$ cat src/rtl/mdio_pkg.sv
// Shared MDIO frame definitions: field positions, opcodes, slot landmarks and FSM states.
package mdio_pkg;

  localparam int unsigned FRAME_BITS = 32;

  localparam logic [1:0] ST_CODE  = 2'b01;
  localparam logic [1:0] OP_WRITE = 2'b01;
  localparam logic [1:0] OP_READ  = 2'b10;

  // Frame field bit positions
  localparam int unsigned ST_MSB   = 31;
  localparam int unsigned ST_LSB   = 30;
  localparam int unsigned OP_MSB   = 29;
  localparam int unsigned OP_LSB   = 28;
  localparam int unsigned PHY_MSB  = 27;
  localparam int unsigned PHY_LSB  = 23;
  localparam int unsigned REG_MSB  = 22;
  localparam int unsigned REG_LSB  = 18;
  localparam int unsigned TA_MSB   = 17;
  localparam int unsigned TA_LSB   = 16;
  localparam int unsigned DATA_MSB = 15;
  localparam int unsigned DATA_LSB = 0;

  // Slot landmarks within the 32-slot frame
  localparam logic [5:0] READ_RELEASE_SLOT  = 6'd14;
  localparam logic [5:0] CAPTURE_FIRST_SLOT = 6'd16;
  localparam logic [5:0] LAST_SLOT          = 6'd31;

  typedef enum logic [1:0] {
    StIdle     = 2'd0,
    StPreamble = 2'd1,
    StShift    = 2'd2,
    StDone     = 2'd3
  } mdio_state_e;

  function automatic logic op_is_valid(input logic [1:0] op);
    return (op == OP_WRITE) || (op == OP_READ);
  endfunction

endpackage

$ cat src/rtl/mdc_clkgen.sv
// MDC divider: each bit slot is CLK_DIV cycles low then CLK_DIV cycles high.
// slot_start_o and sample_strobe_o both flag the final cycle of a slot: the closing
// edge starts the next slot and is also the last MDC-high cycle, where MDIO is sampled.
module mdc_clkgen #(
  parameter int unsigned CLK_DIV = 4
) (
  input  logic clk_i,
  input  logic reset_i,
  input  logic run_i,
  output logic mdc_o,
  output logic slot_start_o,
  output logic sample_strobe_o
);

  localparam int unsigned DivW = (CLK_DIV > 1) ? $clog2(CLK_DIV) : 1;

  logic [DivW-1:0] div_cnt_q, div_cnt_d;
  logic            phase_q, phase_d;
  logic            half_end;

  assign half_end = (div_cnt_q == DivW'(CLK_DIV - 1));

  // Next-state: count through each half period, cleared while not running
  always_comb begin
    div_cnt_d = div_cnt_q;
    phase_d   = phase_q;
    if (!run_i) begin
      div_cnt_d = '0;
      phase_d   = 1'b0;
    end else if (half_end) begin
      div_cnt_d = '0;
      phase_d   = ~phase_q;
    end else begin
      div_cnt_d = div_cnt_q + DivW'(1);
    end
  end

  // Divider state register
  always_ff @(posedge clk_i) begin
    if (reset_i) begin
      div_cnt_q <= '0;
      phase_q   <= 1'b0;
    end else begin
      div_cnt_q <= div_cnt_d;
      phase_q   <= phase_d;
    end
  end

  assign mdc_o           = phase_q;
  assign slot_start_o    = run_i & phase_q & half_end;
  assign sample_strobe_o = run_i & phase_q & half_end;

endmodule

$ cat src/rtl/mdio_controller.sv
// MDIO station-side master: optional preamble, 32-bit frame MSB first, read capture.
module mdio_controller
  import mdio_pkg::*;
#(
  parameter int unsigned CLK_DIV = 4,
  parameter int unsigned PRE_LEN = 0
) (
  input  logic        CLK,
  input  logic        RESET,
  input  logic        MDIO_START,
  input  logic [31:0] T_DATA,
  input  logic        MDIO_IN,
  output logic        MDC,
  output logic        MDIO_OE,
  output logic        MDIO_OUT,
  output logic        MDIO_DONE,
  output logic        DATA_RDY,
  output logic [15:0] RD_DATA,
  output logic        BUSY
);

  mdio_state_e state_q, state_d;
  logic [31:0] frame_q, frame_d;
  logic [5:0]  bit_cnt_q, bit_cnt_d;
  logic [15:0] rx_q, rx_d;
  logic [15:0] rd_data_q, rd_data_d;
  logic        oe_q, oe_d;
  logic        out_q, out_d;
  logic        run, slot_end, sample_strobe;
  logic        is_read;

  assign run     = (state_q == StPreamble) || (state_q == StShift);
  assign is_read = (frame_q[OP_MSB:OP_LSB] == OP_READ);

  mdc_clkgen #(
    .CLK_DIV(CLK_DIV)
  ) u_clkgen (
    .clk_i          (CLK),
    .reset_i        (RESET),
    .run_i          (run),
    .mdc_o          (MDC),
    .slot_start_o   (slot_end),
    .sample_strobe_o(sample_strobe)
  );

  // FSM next-state: accept, preamble count, frame shift and read capture
  always_comb begin
    state_d   = state_q;
    frame_d   = frame_q;
    bit_cnt_d = bit_cnt_q;
    rx_d      = rx_q;
    rd_data_d = rd_data_q;
    case (state_q)
      StIdle: begin
        bit_cnt_d = '0;
        if (MDIO_START && op_is_valid(T_DATA[OP_MSB:OP_LSB])) begin
          frame_d = T_DATA;
          state_d = (PRE_LEN > 0) ? StPreamble : StShift;
        end
      end
      StPreamble: begin
        if (slot_end) begin
          if (bit_cnt_q == 6'(PRE_LEN - 1)) begin
            bit_cnt_d = '0;
            state_d   = StShift;
          end else begin
            bit_cnt_d = bit_cnt_q + 6'd1;
          end
        end
      end
      StShift: begin
        if (sample_strobe && is_read && (bit_cnt_q >= CAPTURE_FIRST_SLOT)) begin
          rx_d = {rx_q[14:0], MDIO_IN};
        end
        if (slot_end) begin
          if (bit_cnt_q == LAST_SLOT) begin
            // Counter holds at the last slot; it is cleared again in idle
            state_d = StDone;
            if (is_read) begin
              rd_data_d = rx_d;
            end
          end else begin
            bit_cnt_d = bit_cnt_q + 6'd1;
          end
        end
      end
      StDone: begin
        state_d = StIdle;
      end
      default: begin
        state_d = StIdle;
      end
    endcase
  end

  // Pin decode for the slot about to start, so MDIO changes only at slot boundaries
  always_comb begin
    oe_d  = 1'b0;
    out_d = 1'b0;
    case (state_d)
      StPreamble: begin
        oe_d  = 1'b1;
        out_d = 1'b1;
      end
      StShift: begin
        // Read frames hand the bus to the PHY from the turnaround onwards
        if (!((frame_d[OP_MSB:OP_LSB] == OP_READ) && (bit_cnt_d >= READ_RELEASE_SLOT))) begin
          oe_d  = 1'b1;
          out_d = frame_d[5'd31 - bit_cnt_d[4:0]];
        end
      end
      default: begin
        oe_d  = 1'b0;
        out_d = 1'b0;
      end
    endcase
  end

  // State and output registers with synchronous reset
  always_ff @(posedge CLK) begin
    if (RESET) begin
      state_q   <= StIdle;
      frame_q   <= '0;
      bit_cnt_q <= '0;
      rx_q      <= '0;
      rd_data_q <= '0;
      oe_q      <= 1'b0;
      out_q     <= 1'b0;
    end else begin
      state_q   <= state_d;
      frame_q   <= frame_d;
      bit_cnt_q <= bit_cnt_d;
      rx_q      <= rx_d;
      rd_data_q <= rd_data_d;
      oe_q      <= oe_d;
      out_q     <= out_d;
    end
  end

  assign MDIO_OE   = oe_q;
  assign MDIO_OUT  = out_q;
  assign MDIO_DONE = (state_q == StDone);
  assign DATA_RDY  = (state_q == StDone) && is_read;
  assign RD_DATA   = rd_data_q;
  assign BUSY      = (state_q != StIdle);

endmodule
$ cat config.mk
export PLATFORM = sky130hd
export DESIGN_NAME = mdio_controller
export DESIGN_NICKNAME = d
export VERILOG_FILES = /design/src/rtl/mdio_pkg.sv /design/src/rtl/mdc_clkgen.sv /design/src/rtl/mdio_controller.sv
export SDC_FILE = /design/constraint.sdc
export NUM_CORES = 1
export LEC_CHECK = 0
export ABC_AREA = 1
export CORE_MARGIN = 2
export CORE_UTILIZATION = 35
export CTS_CLUSTER_SIZE = 10
export DETAILED_ROUTE_END_ITERATION = 6
export HOLD_SLACK_MARGIN = 0.05
export SETUP_SLACK_MARGIN = 0.1
export SYNTH_ARGS = -nofsm -noshare
export SYNTH_HDL_FRONTEND = slang
export SYNTH_SLANG_ARGS = --single-unit
$ cat constraint.sdc
create_clock -name CLK -period 3.1 [get_ports CLK]
set_clock_uncertainty 0.1 [all_clocks]
set_input_delay 0.775 -clock CLK [delete_from_list [all_inputs] [get_ports CLK]]
set_output_delay 0.775 -clock CLK [all_outputs]
set_load 0.03 [all_outputs]
==> flow_metrics.env, run 1 <==
export IMPL_clkSinkCount=77
export IMPL_clock_path_buffers=2
export IMPL_ys_types=37
export IMPL_slew_headroom_pct=51.1
export IMPL_die_w_microns=111
export IMPL_synthesis_area_per_instance_sq_um=6.82
export IMPL_hold_path_class="register to register"
export IMPL_seq_area_frac_synth_pct=38.3
export IMPL_clock_latency_ps=340
export IMPL_cts_tree="done"
export IMPL_yosysMostFrequentCell="nand2_1"
export IMPL_cts_root_buf="clkbuf_16"
export IMPL_syn_to_final_growth_pct=26.7
export IMPL_synth_flop_cell="dfxtp_1"
export IMPL_drive_gt1_share_pct=10.5
export IMPL_p_leak_nw=2.28
export IMPL_grt_max_degree=56
export IMPL_power_w=0.00260
export IMPL_vias_per_cell=4.66
export IMPL_powerDensity_mw_per_mm2=509
export IMPL_h_tree_depth=3
export IMPL_maxSlewViolCount=0
export IMPL_n_antenna_cell=0
export IMPL_ioPinCount=58
export IMPL_r2r_start="state_q[0]$_SDFF_PP0_"
export IMPL_antenna_found_initial=0
export IMPL_finalWirelength_microns=9430
export IMPL_rsz0062_at_grt="false"
export IMPL_synth_area_sq_mm=0.00403
export IMPL_gr_total_overflow=0
export IMPL_synth_top_area_share_pct=38.3
export IMPL_first_pass_iters=4
export IMPL_setup_viol=0
export IMPL_synth_edf_count=0
export IMPL_cpMaxStageDelayCell="dfxtp_1"
export IMPL_placementRows=39
export IMPL_tns_ps=0
export IMPL_cp_num_buf_inv=4
export IMPL_timing_hold_ws_ps=321
export IMPL_core_area_sq_mm=0.0113
export IMPL_hold_start="u_clkgen.div_cnt_q[0]$_SDFF_PP0_"
export IMPL_crit_path_max_incr_delay_ps=390
export IMPL_grt_pass1_vias=3514
export IMPL_track_usage_pct=15.8
export IMPL_regToRegSetupSlack_ps=330
export IMPL_fin_crit_sh_pct=89.5
export IMPL_crit_required_ps=3270
export IMPL_hpwl_microns=6630
export IMPL_cts_clk_slew_worst_paths_ps=60
export IMPL_holdBufCountCts=0
export IMPL_synth_cells=590
export IMPL_crit_path_max_fanout=10
export IMPL_drc=0
export IMPL_synthTopCellsByCount="nand2_1 (123), inv_1 (95), dfxtp_1 (77)"
export IMPL_synth_largest_area_cell="dfxtp_1"
export IMPL_io_buffers=57
export IMPL_fin_util_pct=45.1
export IMPL_ir_drop_mv=0.251
export IMPL_num_vias=3692
export IMPL_async_flop_share_pct=0
export IMPL_postRouteAntennaNets=0
export IMPL_r2r_end="MDIO_OE$_SDFF_PP0_"
export IMPL_globalplace_congestion=0.793
export IMPL_yosysWarnings=0
export IMPL_end_kind="register"
export IMPL_wl_per_cell_microns=11.9
export IMPL_synth_seq_cells=77
export IMPL_critPathKind="register to register"
export IMPL_r2r_cells=14
export IMPL_tightest_slew_ps=733
export IMPL_synth_area_leaders="dfxtp_1 (38%), nand2_1 (11%), inv_1 (8.9%)"
export IMPL_synth_nets=636
export IMPL_postLayoutCellArea_sq_mm=0.00510
export IMPL_start_util_pct=35.6
export IMPL_fp_dieH_microns=111
export IMPL_arrival_ps=2940
export IMPL_fin_nets=690
export IMPL_whs_path_depth=1
export IMPL_crit_chain="inv_1 -> ha_2 -> nand3_4 -> clkinv_4 -> nand2_1 -> nand2_1 -> nand2_1 -> inv_1 -> o22ai_1 -> a22oi_1 -> inv_1 -> ha_1 -> or2_2 -> nor2_1"
export IMPL_die_area_sq_mm=0.0124
export IMPL_drt_iter0_drc=189
export IMPL_cp_top_family="simple AND/OR/NAND/NOR gates"
export IMPL_status="complete, no violations"
export IMPL_start_kind="register"
export IMPL_place_area_sq_mm=0.00474
export IMPL_cap_violations=0
export IMPL_timing_hold_violations_final=0
export IMPL_fin_crit_ps=2770
export IMPL_grt_pass1_wl_microns=16300
export IMPL_max_freq_mhz=361
export IMPL_cts_made_buffers=9
export IMPL_hold_path_end="u_clkgen.div_cnt_q[0]$_SDFF_PP0_"
-- repair_timing --
| item | in CTS | in global routing |
|---|---|---|
| pin swaps | 0 | 2 |
| setup buffers | 0 | 3 |
| gates resized for setup | 1 | 6 |
| setup endpoints to repair | 1 | 2 |
-- where the power goes --
| part | internal [W] | switching (W) | total, W | leakage (nW) |
|---|---|---|---|---|
| Clock | 0.000647 | 0.000422 | 0.00107 | 0.142 |
| Sequential | 0.00106 | 0.0000267 | 0.00108 | 0.628 |
| Combinational | 0.000201 | 0.000242 | 0.000442 | 1.51 |
| Total | 0.00191 | 0.000690 | 0.00260 | 2.28 |
-- flip-flops by register name, summed over array words and instances (netlist names) --
name	cells
state_q	2
frame_q	32
rx_q	16
RD_DATA	16
bit_cnt_q	6
MDIO_OUT	1
u_clkgen.div_cnt_q	2
u_clkgen.mdc_o	1
MDIO_OE	1
-- worst max-delay path by stage --
stage,from,to,cells after the start
global placement,T_DATA[29],MDIO_OUT$_SDFF_PP0_,18
CTS,state_q[1]$_SDFF_PP0_,MDIO_OUT$_SDFF_PP0_,18
floorplan,state_q[1]$_SDFF_PP0_,DATA_RDY,3
finish,state_q[0]$_SDFF_PP0_,MDIO_OE$_SDFF_PP0_,14
global route,state_q[0]$_SDFF_PP0_,MDIO_OUT$_SDFF_PP0_,19
detailed placement,T_DATA[29],MDIO_OUT$_SDFF_PP0_,18
-- area by class of cell --
cell class	count	area, sq um
fill	1165	6220
multi-input combinational	388	2020
sequential	77	1540
timing repair buffer	70	687
inverter	98	373
clock buffer	11	243
tap	143	179
clock inverter	5	58.8
-- placed cells by master, fill, tap and decap left out, types with 2 or more instances in the layout --
cell type / n
a21oi_1: 50
o21a_1: 16
nand4_1: 2
nand3_1: 51
buf_12: 2
ha_1: 9
nand2_2: 4
nor2_1: 39
clkbuf_16: 9
dfxtp_1: 76
buf_4: 11
o211ai_1: 2
nor2_2: 4
nand3_2: 4
inv_1: 95
or2_2: 16
o21ai_0: 48
nand3_4: 2
nand2_1: 123
clkinv_1: 2
o21ai_1: 2
clkinvlp_4: 2
clkdlybuf4s50_1: 55
-- per-stage QoR --
stage               setup WS (ps)  instances
floorplan                     318        590
global placement              146        773
detailed placement            110        773
CTS                           244        789
global route                  108        792
finish                        326        792
-- logic make-up (layout without fill, tap and decap cells) --
| group | after synthesis | after routing | synth area share [%] |
|---|---|---|---|
| flip-flops | 77 | 77 | 38.3 |
| AO/OA/AOI/OAI | 129 | 129 | 18.1 |
| buffers and inverters | 125 | 184 | 12.4 |
| XOR/XNOR | 1 | 1 | 0.218 |
| AND/OR/NAND/NOR | 248 | 248 | 27.9 |
| adder cells (fa/ha/maj) | 10 | 10 | 3.11 |
-- worst reg2reg max path, cell delays in order (launching register included) --
cell and delay, ps:
dfxtp_1 390, inv_1 130, ha_2 390, nand3_4 150
clkinv_4 130, nand2_1 150, nand2_1 100, nand2_1 70
inv_1 60, o22ai_1 70, a22oi_1 200, inv_1 70
ha_1 260, or2_2 310, nor2_1 130
-- routing by layer --
layer  track usage [%]  routed length (microns)  vias to the layer above
li1                  -                        -                     1991
met1              21.7                     4610                     1617
met2              24.6                     4230                       69
met3              3.01                      408                       15
met4              6.26                      175                        0
met5                 0                        0                        -
(Power assumes the default switching activity.)
==> run 2: changes to the inputs <==
- CAP_MARGIN: default -> 20
- TNS_END_PERCENT: default -> 5
==> results of run 2 <==
The final DEF is identical to that of run 1; final timing and power are the same.
==> patch: new RTL, config.mk and constraints of run 1 <==
`CLK_DIV` is set to 4 in 2 places; all go to 2.
--- a/src/rtl/mdc_clkgen.sv
+++ b/src/rtl/mdc_clkgen.sv
@@ -3,5 +3,5 @@
 // edge starts the next slot and is also the last MDC-high cycle, where MDIO is sampled.
 module mdc_clkgen #(
-  parameter int unsigned CLK_DIV = 4
+  parameter int unsigned CLK_DIV = 2
 ) (
   input  logic clk_i,
--- a/src/rtl/mdio_controller.sv
+++ b/src/rtl/mdio_controller.sv
@@ -3,5 +3,5 @@
   import mdio_pkg::*;
 #(
-  parameter int unsigned CLK_DIV = 4,
+  parameter int unsigned CLK_DIV = 2,
   parameter int unsigned PRE_LEN = 0
 ) (
Function: changed (a bounded check fails within 4 cycles, from zero or initial values and one cycle with RESET high).
==> patch against run 1 <==
  * Synthesized cell count is 7.5% lower
  * Clock power is 15% higher
  * Total power up 5.0%
  * Critical path depth is 4 lower
  * Combinational power down 4%
  * Sequential cell count decreased by 1
  * Synthesized area down 1.1%
  * Fmax down 4.0%
  * Routed wire length rose by 2.4%
  * Design area fell by 1.9%
  * Setup slack got worse by 120 ps
  * Largest cell class unchanged
==> patch: results (changes against run 1) <==
Outcome
Result of the run: finished clean (unchanged).

Setup path
The register-to-register setup slack was 210 ps (was 330 ps). The biggest fanout along the worst timing path came to 8 (was 10). The stage delay of the slowest cell on the critical path is 560 ps (was 390 ps). The data arrival time of the worst path is 3030 ps (was 2940 ps). The worst-path cell with the longest stage delay is o32ai_1 (was dfxtp_1).

Routing
The wire length reported by the detailed router is 9650 um (was 9430 um). The total length of routed met2 wires is 4520 um (was 4230 um). The number of design-rule violations left by the first detailed-router iteration is 203 (was 189). The sum of routed wire segments on met1 came to 4540 um (was 4610 um). The met3 routed wirelength is 424 um (was 408 um).

Synth
The count of unique library cells instantiated by Yosys came to 40 (was 37). The fraction of the yosys area taken by sequential cells is 38.2% (was 38.3%). The synthesized net count is 591 (was 636). Ranking of synthesized cells by instance count: 112 x nand2_1, 76 x dfxtp_1, 64 x inv_1 (was 123 x nand2_1, 95 x inv_1, 77 x dfxtp_1). The synthesized instance count came to 546 (was 590).

Top area cells in the synthesized netlist: dfxtp_1 38%, nand2_1 11%, inv_1 6.0% (was dfxtp_1 38%, nand2_1 11%, inv_1 8.9%).

Power
The leakage power summed over all cells came to 2.26 nW (was 2.28 nW). The maximum vdd drop came to 0.284 mV (was 0.251 mV). The overall power was 0.00273 W (was 0.00260 W). The fraction of power consumed by sequential logic was 39.5% (was 41.8%). The switching power is 0.000702 W (was 0.000690 W).

GRT
The met3 track utilization from global routing is 3.06% (was 3.01%). The met1 global-route usage is 20.1% (was 21.7%). The overall global routing resource usage is 15.9% (was 15.8%). The via count of the first global-routing pass is 3493 (was 3514).

The met2 track demand over resource in global routing is 26.8% (was 24.6%). The wire length of the first global-routing pass is 16200 um (was 16300 um). The layer carrying the most global-route usage is met2 (unchanged).

The maximum number of pins on one net before global-route repair came to 33 (was 56).

Place
The final estimated routing congestion in global placement is 0.883 (was 0.793). The placed instance area came to 0.00465 mm2 (was 0.00474 mm2). The post-placement cell count is 725 (was 773).

The half-perimeter wire length after detailed placement is 6730 um (was 6630 um).

STA
The post-route worst hold slack came to 370 ps (was 321 ps). The highest clock rate is 346 MHz (was 361 MHz). The slew at the pin with the worst max-slew slack is 652 ps (was 733 ps).

Cells and area
The final cell count without fillers is 741 (was 792). The share of final-layout standard cells stronger than drive strength 1 is 12.6% (was 10.5%). The number of nets at the end of the flow is 641 (was 690).
## patch: cell type report
class,instances,area (um2)
well taps,140,175
inverters,72,272
clock inverters,7,124
multi-input cells,372,2060
fillers,1081,5980
repair buffers,65,626
flip-flops and latches,76,1520
clock buffers,9,225
## patch: final timing paths
path	start	endpoint	cells past startpoint
setup / recovery	state_q[1]	MDIO_OE	10
hold reg to reg	frame_q[4]	frame_q[4]	2
hold / removal	frame_q[4]	frame_q[4]	2
setup reg to reg	state_q[1]	MDIO_OE	10
## patch: cell families after synthesis
kind of cell | after synthesis | share of synthesized area [%]
DFF | 76 | 38.2
AOI/OAI and AO/OA | 93 | 15.7
adders and majority gates | 9 | 2.83
xor gates and xnor gates | 2 | 0.440
and+or+nand+nor | 258 | 29.9
buffers and inverters | 98 | 10.4
muxes | 10 | 2.51
## patch: what timing repair did
item | in CTS | in global routing
setup endpoints to repair | 1 | 1
pin swaps | 0 | 0
resized for setup | 1 | 1
